--- src/rtl/vga_pat_sched_pkg.sv ---
// Shared VGA test-pattern constants: pattern codes, raster defaults, RGB565 palette.
// latency: n/a (constants only)
// backpressure: n/a
package vga_pat_sched_pkg;

    localparam logic [9:0] H_VALID_DEF = 10'd640;
    localparam logic [9:0] V_VALID_DEF = 10'd480;

    localparam logic [1:0] PAT_COLOR_BAR = 2'd0;
    localparam logic [1:0] PAT_HBARS     = 2'd1;
    localparam logic [1:0] PAT_CHECKER   = 2'd2;
    localparam logic [1:0] PAT_SOLID     = 2'd3;

    typedef logic [15:0] rgb565_t;

    localparam rgb565_t PAL_RED     = 16'hF800;
    localparam rgb565_t PAL_ORANGE  = 16'hFC00;
    localparam rgb565_t PAL_YELLOW  = 16'hFFE0;
    localparam rgb565_t PAL_GREEN   = 16'h07E0;
    localparam rgb565_t PAL_CYAN    = 16'h07FF;
    localparam rgb565_t PAL_BLUE    = 16'h001F;
    localparam rgb565_t PAL_MAGENTA = 16'hF81F;
    localparam rgb565_t PAL_BLACK   = 16'h0000;
    localparam rgb565_t PAL_WHITE   = 16'hFFFF;
    localparam rgb565_t PAL_GREY    = 16'hD69A;

    localparam logic [3:0] PAL_LAST = 4'd9;

    function automatic rgb565_t pal_color(input logic [3:0] idx);
        case (idx)
            4'd0:    pal_color = PAL_RED;
            4'd1:    pal_color = PAL_ORANGE;
            4'd2:    pal_color = PAL_YELLOW;
            4'd3:    pal_color = PAL_GREEN;
            4'd4:    pal_color = PAL_CYAN;
            4'd5:    pal_color = PAL_BLUE;
            4'd6:    pal_color = PAL_MAGENTA;
            4'd7:    pal_color = PAL_BLACK;
            4'd8:    pal_color = PAL_WHITE;
            4'd9:    pal_color = PAL_GREY;
            default: pal_color = PAL_RED;
        endcase
    endfunction

endpackage

--- src/rtl/vga_pat_sched_if.sv ---
// Raster position, key pulses and pattern-select outputs between the timing/key logic and the scheduler.
// latency: n/a (wiring only)
// backpressure: none; all signals are sampled or driven every cycle
interface vga_pat_sched_if;

    logic [9:0]  pix_x;
    logic [9:0]  pix_y;
    logic        key_next;
    logic        key_pause;
    logic [1:0]  pat_sel;
    logic [15:0] solid_color;
    logic        frame_start;
    logic        paused;

    modport master (
        output pix_x, pix_y, key_next, key_pause,
        input  pat_sel, solid_color, frame_start, paused
    );

    modport slave (
        input  pix_x, pix_y, key_next, key_pause,
        output pat_sel, solid_color, frame_start, paused
    );

endinterface

--- src/rtl/vga_fb_detect.sv ---
// Frame boundary detector: one-cycle pulse on the first cycle the raster sits at pixel (0,0).
// latency: combinational pulse, same cycle as the (0,0) pixel
// backpressure: none
module vga_fb_detect
    import vga_pat_sched_pkg::*;
#(
    parameter logic [9:0] H_VALID = H_VALID_DEF,
    parameter logic [9:0] V_VALID = V_VALID_DEF
) (
    input  logic       sys_clk,
    input  logic       sys_rst_n,
    input  logic [9:0] pix_x,
    input  logic [9:0] pix_y,
    output logic       fb
);

    logic at_origin;
    logic at_origin_q;

    // Blanking reports 10'h3ff, which the active-area bound rejects.
    assign at_origin = (pix_x == 10'd0) && (pix_y == 10'd0) &&
                       (pix_x < H_VALID) && (pix_y < V_VALID);

    always_ff @(posedge sys_clk or negedge sys_rst_n) begin
        if (!sys_rst_n) begin
            at_origin_q <= 1'b0;
        end else begin
            at_origin_q <= at_origin;
        end
    end

    assign fb = at_origin & ~at_origin_q;

endmodule

--- src/rtl/vga_pat_sched.sv ---
// Test-pattern scheduler: cycles pat_sel/solid_color on frame boundaries, auto or by key.
// latency: outputs update one cycle after the frame-boundary pixel
// backpressure: none; key pulses are latched, never dropped or queued beyond one
module vga_pat_sched
    import vga_pat_sched_pkg::*;
#(
    parameter logic [9:0] H_VALID     = H_VALID_DEF,
    parameter logic [9:0] V_VALID     = V_VALID_DEF,
    parameter logic [7:0] HOLD_FRAMES = 8'd60
) (
    input  logic          sys_clk,
    input  logic          sys_rst_n,
    vga_pat_sched_if.slave bus
);

    localparam logic [1:0] ST_WAIT_SYNC = 2'd0;
    localparam logic [1:0] ST_RUN       = 2'd1;
    localparam logic [1:0] ST_HOLD      = 2'd2;

    logic [1:0] state, state_d;
    logic [7:0] hold_cnt, hold_cnt_d;
    logic       next_pend, next_pend_d;
    logic [3:0] pal_idx, pal_idx_d;
    logic [1:0] pat_q, pat_d;
    rgb565_t    solid_q;
    logic       frame_start_q;
    logic       paused_q;
    logic       fb;
    logic       synced;
    logic       expire;
    logic       advance;

    vga_fb_detect #(
        .H_VALID (H_VALID),
        .V_VALID (V_VALID)
    ) u_fb_detect (
        .sys_clk   (sys_clk),
        .sys_rst_n (sys_rst_n),
        .pix_x     (bus.pix_x),
        .pix_y     (bus.pix_y),
        .fb        (fb)
    );

    assign synced = (state != ST_WAIT_SYNC);
    assign expire = (state == ST_RUN) && (hold_cnt == HOLD_FRAMES - 8'd1);

    always_comb begin
        state_d    = state;
        hold_cnt_d = hold_cnt;
        advance    = 1'b0;

        // First boundary only aligns to the raster; advancing starts from the next one.
        if (fb) begin
            if (!synced) begin
                state_d    = ST_RUN;
                hold_cnt_d = 8'd0;
            end else if (next_pend || expire) begin
                advance    = 1'b1;
                hold_cnt_d = 8'd0;
            end else if (state == ST_RUN) begin
                hold_cnt_d = hold_cnt + 8'd1;
            end
        end

        if (bus.key_pause) begin
            if (state == ST_RUN) begin
                state_d = ST_HOLD;
            end else if (state == ST_HOLD) begin
                state_d    = ST_RUN;
                hold_cnt_d = 8'd0;
            end
        end

        // A key on the boundary cycle re-arms the flag for the following boundary.
        next_pend_d = bus.key_next | (next_pend & ~(fb & synced));

        pat_d     = advance ? pat_q + 2'd1 : pat_q;
        pal_idx_d = pal_idx;
        if (advance && (pat_q == PAT_SOLID)) begin
            pal_idx_d = (pal_idx == PAL_LAST) ? 4'd0 : pal_idx + 4'd1;
        end
    end

    always_ff @(posedge sys_clk or negedge sys_rst_n) begin
        if (!sys_rst_n) begin
            state         <= ST_WAIT_SYNC;
            hold_cnt      <= 8'd0;
            next_pend     <= 1'b0;
            pal_idx       <= 4'd0;
            pat_q         <= PAT_COLOR_BAR;
            solid_q       <= PAL_RED;
            frame_start_q <= 1'b0;
            paused_q      <= 1'b0;
        end else begin
            state         <= state_d;
            hold_cnt      <= hold_cnt_d;
            next_pend     <= next_pend_d;
            pal_idx       <= pal_idx_d;
            pat_q         <= pat_d;
            solid_q       <= pal_color(pal_idx_d);
            frame_start_q <= fb;
            paused_q      <= (state_d == ST_HOLD);
        end
    end

    assign bus.pat_sel     = pat_q;
    assign bus.solid_color = solid_q;
    assign bus.frame_start = frame_start_q;
    assign bus.paused      = paused_q;

endmodule

--- src/flat_wrapper.sv ---
// flat-port wrapper written by rule: the top's interface ports become plain ports
module vga_pat_sched_flat import vga_pat_sched_pkg::*;
#(
    parameter logic [9:0] H_VALID     = H_VALID_DEF,
    parameter logic [9:0] V_VALID     = V_VALID_DEF,
    parameter logic [7:0] HOLD_FRAMES = 8'd60
)
  (sys_clk, sys_rst_n, bus_pix_x, bus_pix_y, bus_key_next, bus_key_pause, bus_pat_sel, bus_solid_color, bus_frame_start, bus_paused);
  vga_pat_sched_if bus_i ();
  input  logic sys_clk;
  input  logic sys_rst_n;
  input wire logic [$bits(bus_i.pix_x)-1:0] bus_pix_x;
  input wire logic [$bits(bus_i.pix_y)-1:0] bus_pix_y;
  input wire logic [$bits(bus_i.key_next)-1:0] bus_key_next;
  input wire logic [$bits(bus_i.key_pause)-1:0] bus_key_pause;
  output wire logic [$bits(bus_i.pat_sel)-1:0] bus_pat_sel;
  output wire logic [$bits(bus_i.solid_color)-1:0] bus_solid_color;
  output wire logic [$bits(bus_i.frame_start)-1:0] bus_frame_start;
  output wire logic [$bits(bus_i.paused)-1:0] bus_paused;
  assign bus_i.pix_x = bus_pix_x;
  assign bus_i.pix_y = bus_pix_y;
  assign bus_i.key_next = bus_key_next;
  assign bus_i.key_pause = bus_key_pause;
  assign bus_pat_sel = bus_i.pat_sel;
  assign bus_solid_color = bus_i.solid_color;
  assign bus_frame_start = bus_i.frame_start;
  assign bus_paused = bus_i.paused;
  vga_pat_sched #(.H_VALID(H_VALID), .V_VALID(V_VALID), .HOLD_FRAMES(HOLD_FRAMES)) u_core (.sys_clk(sys_clk), .sys_rst_n(sys_rst_n), .bus(bus_i));
endmodule
--- config.mk ---
export PLATFORM = sky130hd
export DESIGN_NAME = vga_pat_sched_flat
export DESIGN_NICKNAME = d
export VERILOG_FILES = /design/src/rtl/vga_pat_sched_pkg.sv /design/src/rtl/vga_pat_sched_if.sv /design/src/rtl/vga_fb_detect.sv /design/src/rtl/vga_pat_sched.sv /design/src/flat_wrapper.sv
export SDC_FILE = /design/constraint.sdc
export NUM_CORES = 1
export LEC_CHECK = 0
export ABC_CLOCK_PERIOD_IN_PS = 2180
export BUFFER_PORTS_ARGS = -buffer_cell sky130_fd_sc_hd__buf_2
export CAP_MARGIN = 10
export CORE_MARGIN = 3
export CORE_UTILIZATION = 51
export CTS_CLUSTER_DIAMETER = 200
export DETAILED_ROUTE_END_ITERATION = 16
export PLACE_DENSITY = 0.79
export SKIP_LAST_GASP = 1
export SLEW_MARGIN = 10
export SYNTH_ARGS = -nofsm -noshare
export SYNTH_HDL_FRONTEND = slang
export SYNTH_HIERARCHICAL = 1
export SYNTH_SLANG_ARGS = --single-unit
--- constraint.sdc ---
create_clock -name sys_clk -period 2.18 [get_ports sys_clk]
set_input_delay 0.436 -clock sys_clk [delete_from_list [all_inputs] [get_ports sys_clk]]
set_output_delay 0.436 -clock sys_clk [all_outputs]
set_load 0.02 [all_outputs]
## After elaboration in Yosys (flattened, before gate mapping)

Memory sizes are Yosys's and may differ from the RTL's. A register that Yosys moved wholly into a read port is not among the register bits.
Index checks and enable logic that the tools add are counted.

- Mux-type cells: 17
- Reduce and logical (&&, ||, !) cells: 10
- Bitwise logic cells: 6
- $add $sub $neg: 3
- $lt $le $gt $ge: 2
- Eq/ne operators: 6

Operator list:

| operator | count |
|---|---|
| 8-bit two-way mux | 7 |
| 10-bit zero test | 2 |
| 10-bit < comparator (second input constant) | 1 |
| 10-bit by 9-bit < comparator with 1-bit output (second input constant) | 1 |
| 2-bit two-way mux | 5 |
| 8-bit by 1-bit adder with 8-bit output (second input constant) | 1 |
| 8-bit by 6-bit == test with 1-bit output (second input constant) | 1 |
| 4-bit two-way mux | 2 |
| 2-bit == test (second input constant) | 3 |
| 1-bit logical AND | 5 |
| 4-bit by 1-bit adder with 4-bit output (second input constant) | 1 |
| 4-bit == test (second input constant) | 1 |
| 1-bit bitwise AND | 3 |
| 1-bit two-way mux | 3 |
| 2-bit by 1-bit adder with 2-bit output (second input constant) | 1 |
| 2-bit by 1-bit == test with 1-bit output (second input constant) | 1 |
| 1-bit NOT | 2 |
| 2-bit nonzero test | 1 |
| 1-bit zero test | 1 |
| 1-bit logical OR | 1 |
| 1-bit bitwise OR | 1 |

- ROM bits: 256
- Register bits: 20
- Memories kept: 1

Memory list:

| name | depth | width | read ports | clocked after Yosys merged registers in | write ports | RTL line | text |
|---|---|---|---|---|---|---|---|
| (no name shown) | 16 | 16 | 1 | 1 | 0 | vga_pat_sched_pkg.sv:30 | `case (idx)` |

## Longest topological paths before layout

- Word-level depth: 10
- Mapped depth: 9
- Depth with buffers taken out: 8

## Cells and area by module

The synthesis kept the hierarchy.

By module, submodules not included:

| module | times used | sequential area each (µm²) | area an instance (µm²) | cells each |
|---|---|---|---|---|
| vga_pat_sched | 1 | 653.1 | 1396.3 | 142 |
| vga_fb_detect | 1 | 25.0 | 91.3 | 10 |

## Least setup slack after synthesis

OpenSTA, ideal clock, no wires.

- Kind: input port to flip-flop
- From: input bus_pix_x[6]
- To: register u_core.solid_q[13], in the netlist u_core/bus.solid_color[13]
- Data required time: 2.112 ns
- Library setup time: 0.068 ns
- Buffers on the path: 1
- Stages on the path: 9
- Arrival: 2.061 ns
- Path slack: 0.051 ns
- Cell sequence: nor4_1 -> nand3_1 -> nor3_2 -> o21ai_2 -> nor2_1 -> and3_4 -> buf_6 -> a22oi_2 -> a21oi_2

- Longest elaborated chain between the ends: 8
- Elaborated cells on any way between the ends: 9
- Those cells by class: order compare: 1; mux: 2; bitwise: 1; reduce/logical: 5

RTL lines:

| element | RTL line | text |
|---|---|---|
| start, declared | flat_wrapper.sv:12 | `input wire logic [$bits(bus_i.pix_x)-1:0] bus_pix_x;` |
| parallel branches: the longest is 2 deep, another holds 10-bit < comparator | -- |  |
| 1-bit logical AND * | vga_fb_detect.sv:21 | `assign at_origin = (pix_x == 10'd0) && (pix_y == 10'd0) &&` |
| 1-bit logical AND * | vga_fb_detect.sv:22 | `(pix_x < H_VALID) && (pix_y < V_VALID);` |
| 1-bit bitwise AND * | vga_fb_detect.sv:32 | `assign fb = at_origin & ~at_origin_q;` |
| via u_core.fb | vga_pat_sched.sv:28 | `logic fb;` |
| 1-bit two-way mux * | vga_pat_sched.sv:53 | `if (fb) begin` |
| 1-bit logical AND * | vga_pat_sched.sv:79 | `if (advance && (pat_q == PAT_SOLID)) begin` |
| 4-bit two-way mux * | vga_pat_sched.sv:79 |  |
| end, declared | vga_pat_sched.sv:25 | `rgb565_t solid_q;` |

Mark *: on every way through the listed nets, which the timed path passes.
A chain may end at the register's enable or synchronous reset.

## Worst setup path after layout

- From: register u_core.hold_cnt[0]
- To: register u_core.solid_q[10], in the netlist u_core/bus.solid_color[10]

- Longest elaborated chain between the ends: 8

RTL lines:

| element | RTL line | text |
|---|---|---|
| start, declared | vga_pat_sched.sv:21 | `logic [7:0] hold_cnt, hold_cnt_d;` |
| start signal, assigned | vga_pat_sched.sv:96 | `hold_cnt <= hold_cnt_d;` |
| 8-bit by 6-bit == test with 1-bit output | vga_pat_sched.sv:45 | `assign expire = (state == ST_RUN) && (hold_cnt == HOLD_FRAMES - 8'd1);` |
| 1-bit logical AND | vga_pat_sched.sv:45 |  |
| 1-bit logical OR | vga_pat_sched.sv:57 | `end else if (next_pend \|\| expire) begin` |
| 1-bit two-way mux | vga_pat_sched.sv:57 |  |
| 1-bit two-way mux | vga_pat_sched.sv:54 | `if (!synced) begin` |
| 1-bit two-way mux | vga_pat_sched.sv:53 |  |
| 1-bit logical AND | vga_pat_sched.sv:79 |  |
| 4-bit two-way mux | vga_pat_sched.sv:79 |  |

Every way passes these cells.

==> results by group <==
CTS
  – CTS clock-pin slew for the worst setup and hold paths: 0.15 ns
  – Clk buf depth: 2
  – Post-CTS sizing: 0
  – Post-CTS setup buffers: 0
  – Root Driver: clkbuf_4
  – Clock Sinks: 27
  – Hold-fix buffers, CTS: 0
  – TritonCTS Buffers: 3
  – Htree depth: 1
  – Clk_lat worst skew: 0.33 ns
  – CTS tree: done

Global routing
  – Grt ovf: 0
  – Total GRT Usage: 18.9%
  – Vias in the first global route: 1211
  – Initial antenna violation count: 0
  – Largest net degree at the start of global routing: 28
  – First-pass GRT wire length: 5190 µm

Die
  – IO Pins: 44
  – Core area: 2610 µm²
  – Die extent in y: 60.0 µm
  – Initial Util: 56.9%
  – Die X: 60.0 µm
  – Rows: 18
  – Die area: 3600 µm²

Synth
  – Synth Area per Inst: 9.79 µm²
  – Most frequent cell after synthesis: dfrtp_1
  – Area contributors post-synth: dfrtp_1 (42%), buf_4 (4.5%), nor2_1 (3.8%), dfstp_2 (3.5%), nand3_1 (3.4%)
  – Most instantiated cells after synthesis: dfrtp_1 (25), nor2_1 (15), nand2_1 (11)
  – Distinct cells, synth: 48
  – Syn Inst Count: 152
  – Number of synthesized register bits: 27
  – Prevailing post-synth register cell: dfrtp_1
  – Register area share after synthesis: 45.6%
  – Yosys top cell by area: dfrtp_1
  – Syn nets: 178
  – Post-synth EDFFs: 0
  – Yosys top cell area share: 42.1%
  – Post-Syn Area: 1490 µm²
  – Async SR Flop Fraction: 100%
  – Synth warn: 6

Drt
  – Met2 WL post-DR: 1430 µm
  – DRT antenna net count: 0
  – DRT iter0 DRCs: 32
  – M1 WL: 1350 µm
  – Via count: 1257
  – DR DRC count: 0
  – Max layer used: met4
  – WL final: 3060 µm
  – Drt first pass iters: 4
  – DR vias/cell: 5.77
  – Met3 wire length: 234 µm
  – Wire length per cell: 14.0 µm

Layout
  – Area delta synth->final: 13.7%
  – # fillers: 205
  – Fin nets: 215
  – Share of layout cells above drive strength 1: 36.2%
  – Area of the multi-input gates: 686 µm²
  – Non-filler cells, final: 218
  – Ant diodes: 0
  – Reg area: 678 µm²

Timing
  – Setup TNS: 0 ns
  – Final min period: 1.90 ns
  – Headroom to the max-slew limit: 60.4%
  – Setup violations, final: 0
  – RSZ-0062 raised after global routing: false
  – Worst Max-Slew Pin Slew: 0.595 ns
  – Clock skew: 0.00177 ns
  – Period utilization: 87.4%
  – Pins Over Slew Limit: 0
  – Fmax: 525 MHz
  – Endpoints failing hold: 0

Placement
  – Final HPWL DP: 2310 µm
  – Port Buffers: 43
  – Placed cells: 214
  – Gp weighted congestion: 0.836

Flow run
  – # Max-Cap Violations: 0

Critical path
  – Delay-heaviest family, CP: compound AO/OA/AOI/OAI gates
  – CP peak stage delay: 0.43 ns
  – CP Buf/Inv Count: 0
  – Crit path cell chain: ha_1, and4b_4, a41o_4, and3_4, a221oi_2, o21ai_1
  – CP required: 2.39 ns
  – Crit end category: flop
  – Critical Path Source Type: flop
  – CP max-delay cell: dfrtp_1
  – Worst path arrival time: 2.12 ns
  – Worst r2r src: u_core/hold_cnt[0]
  – Crit path from: u_core/hold_cnt[0]
  – Worst-path fanout max: 9
  – Setup CP Type: reg -> reg

Power
  – Peak supply drop: 493 µV
  – Pwr dens: 512 nW/µm²
  – Leak: 0.811 nW

Min path
  – Worst hold-check path type: in -> async

Run status
  – Status: finished clean
final cells by class:
| class | instances | area share [%] |
|---|---|---|
| well taps | 30 | 2.22 |
| inverters | 6 | 1.33 |
| clock inverters | 1 | 0.444 |
| flip-flops and latches | 27 | 40.1 |
| multi-input cells | 105 | 40.5 |
| clock buffers | 3 | 1.33 |
| repair buffers | 46 | 14.1 |
placed cells by master, fill, tap and decap left out, types with 2 or more instances in the layout:
cell type	instances
nand2_1	11
nor4_1	3
o211ai_1	3
nor2_1	15
o21ai_0	2
nor3_1	6
a21oi_2	2
dfstp_2	2
nand2b_1	3
a21oi_1	7
dfrtp_1	25
mux2_2	2
nor4_2	2
ha_1	2
clkbuf_4	3
inv_1	5
a31oi_1	6
buf_4	3
nand3_1	10
buf_2	43
o21ai_1	5
kinds of logic after synthesis:
kind of cell               Yosys count  synth area share [%]
and+or+nand+nor                     62                  23.4
DFF                                 27                  45.6
buffers and inverters               20                  8.33
adders and majority gates            2                  1.68
AOI/OAI and AO/OA                   36                  17.6
xor gates and xnor gates             2                  1.18
muxes                                3                  2.27
path summary, 6_finish.rpt:
check	to	cells after the start	slack, ns
setup / recovery	u_core/bus.solid_color[10]	6	0.28
hold / removal	u_core/hold_cnt[3]	1	0.09
setup reg to reg	u_core/bus.solid_color[10]	6	0.28
hold reg to reg	u_core/hold_cnt[7]	1	0.50
max in group asynchronous	u_core/bus.pat_sel[0]	1	1.71
min in group sys_clk	u_core/next_pend	2	0.28
state kept, by name (all words and copies together), names as in the netlist:
signal	cells
u_core/hold_cnt	8
u_core/bus.frame_start	1
u_core/bus.pat_sel	2
u_core/state	2
u_core/bus.paused	1
u_core/bus.solid_color	7
u_core/u_fb_detect/at_origin_q	1
u_core/pal_idx	4
u_core/next_pend	1
power breakdown:
part	switching (mW)	internal, mW
sequential	0.0271	0.516
clock	0.155	0.0702
combinational	0.0541	0.0430
total	0.236	0.629
through the flow:
step / setup slack [ns] / power [mW] / utilization (%) / instance area, µm² / hold slack, ns
after global placement: 0.107 / 0.642 / 63.6 / 1660 / 0.466
after CTS: 0.288 / 0.877 / 64.8 / 1690 / 0.0966
final: 0.275 / 0.865 / 64.8 / 1690 / 0.0856
after global routing: 0.151 / 0.908 / 64.8 / 1690 / 0.115
after detailed placement: 0.0324 / 0.649 / 63.6 / 1660 / 0.479
after floorplan: 0.0507 / 0.609 / - / 1490 / 0.140
routing by layer:
| metal | global-route usage [%] | vias to the layer above |
|---|---|---|
| met1 | 26.1 | 576 |
| met5 | 0 | - |
| met2 | 29.5 | 54 |
| met4 | 7.59 | 0 |
| met3 | 3.02 | 6 |
| li1 | - | 621 |
Note: power is estimated with default switching activity, not from simulation.
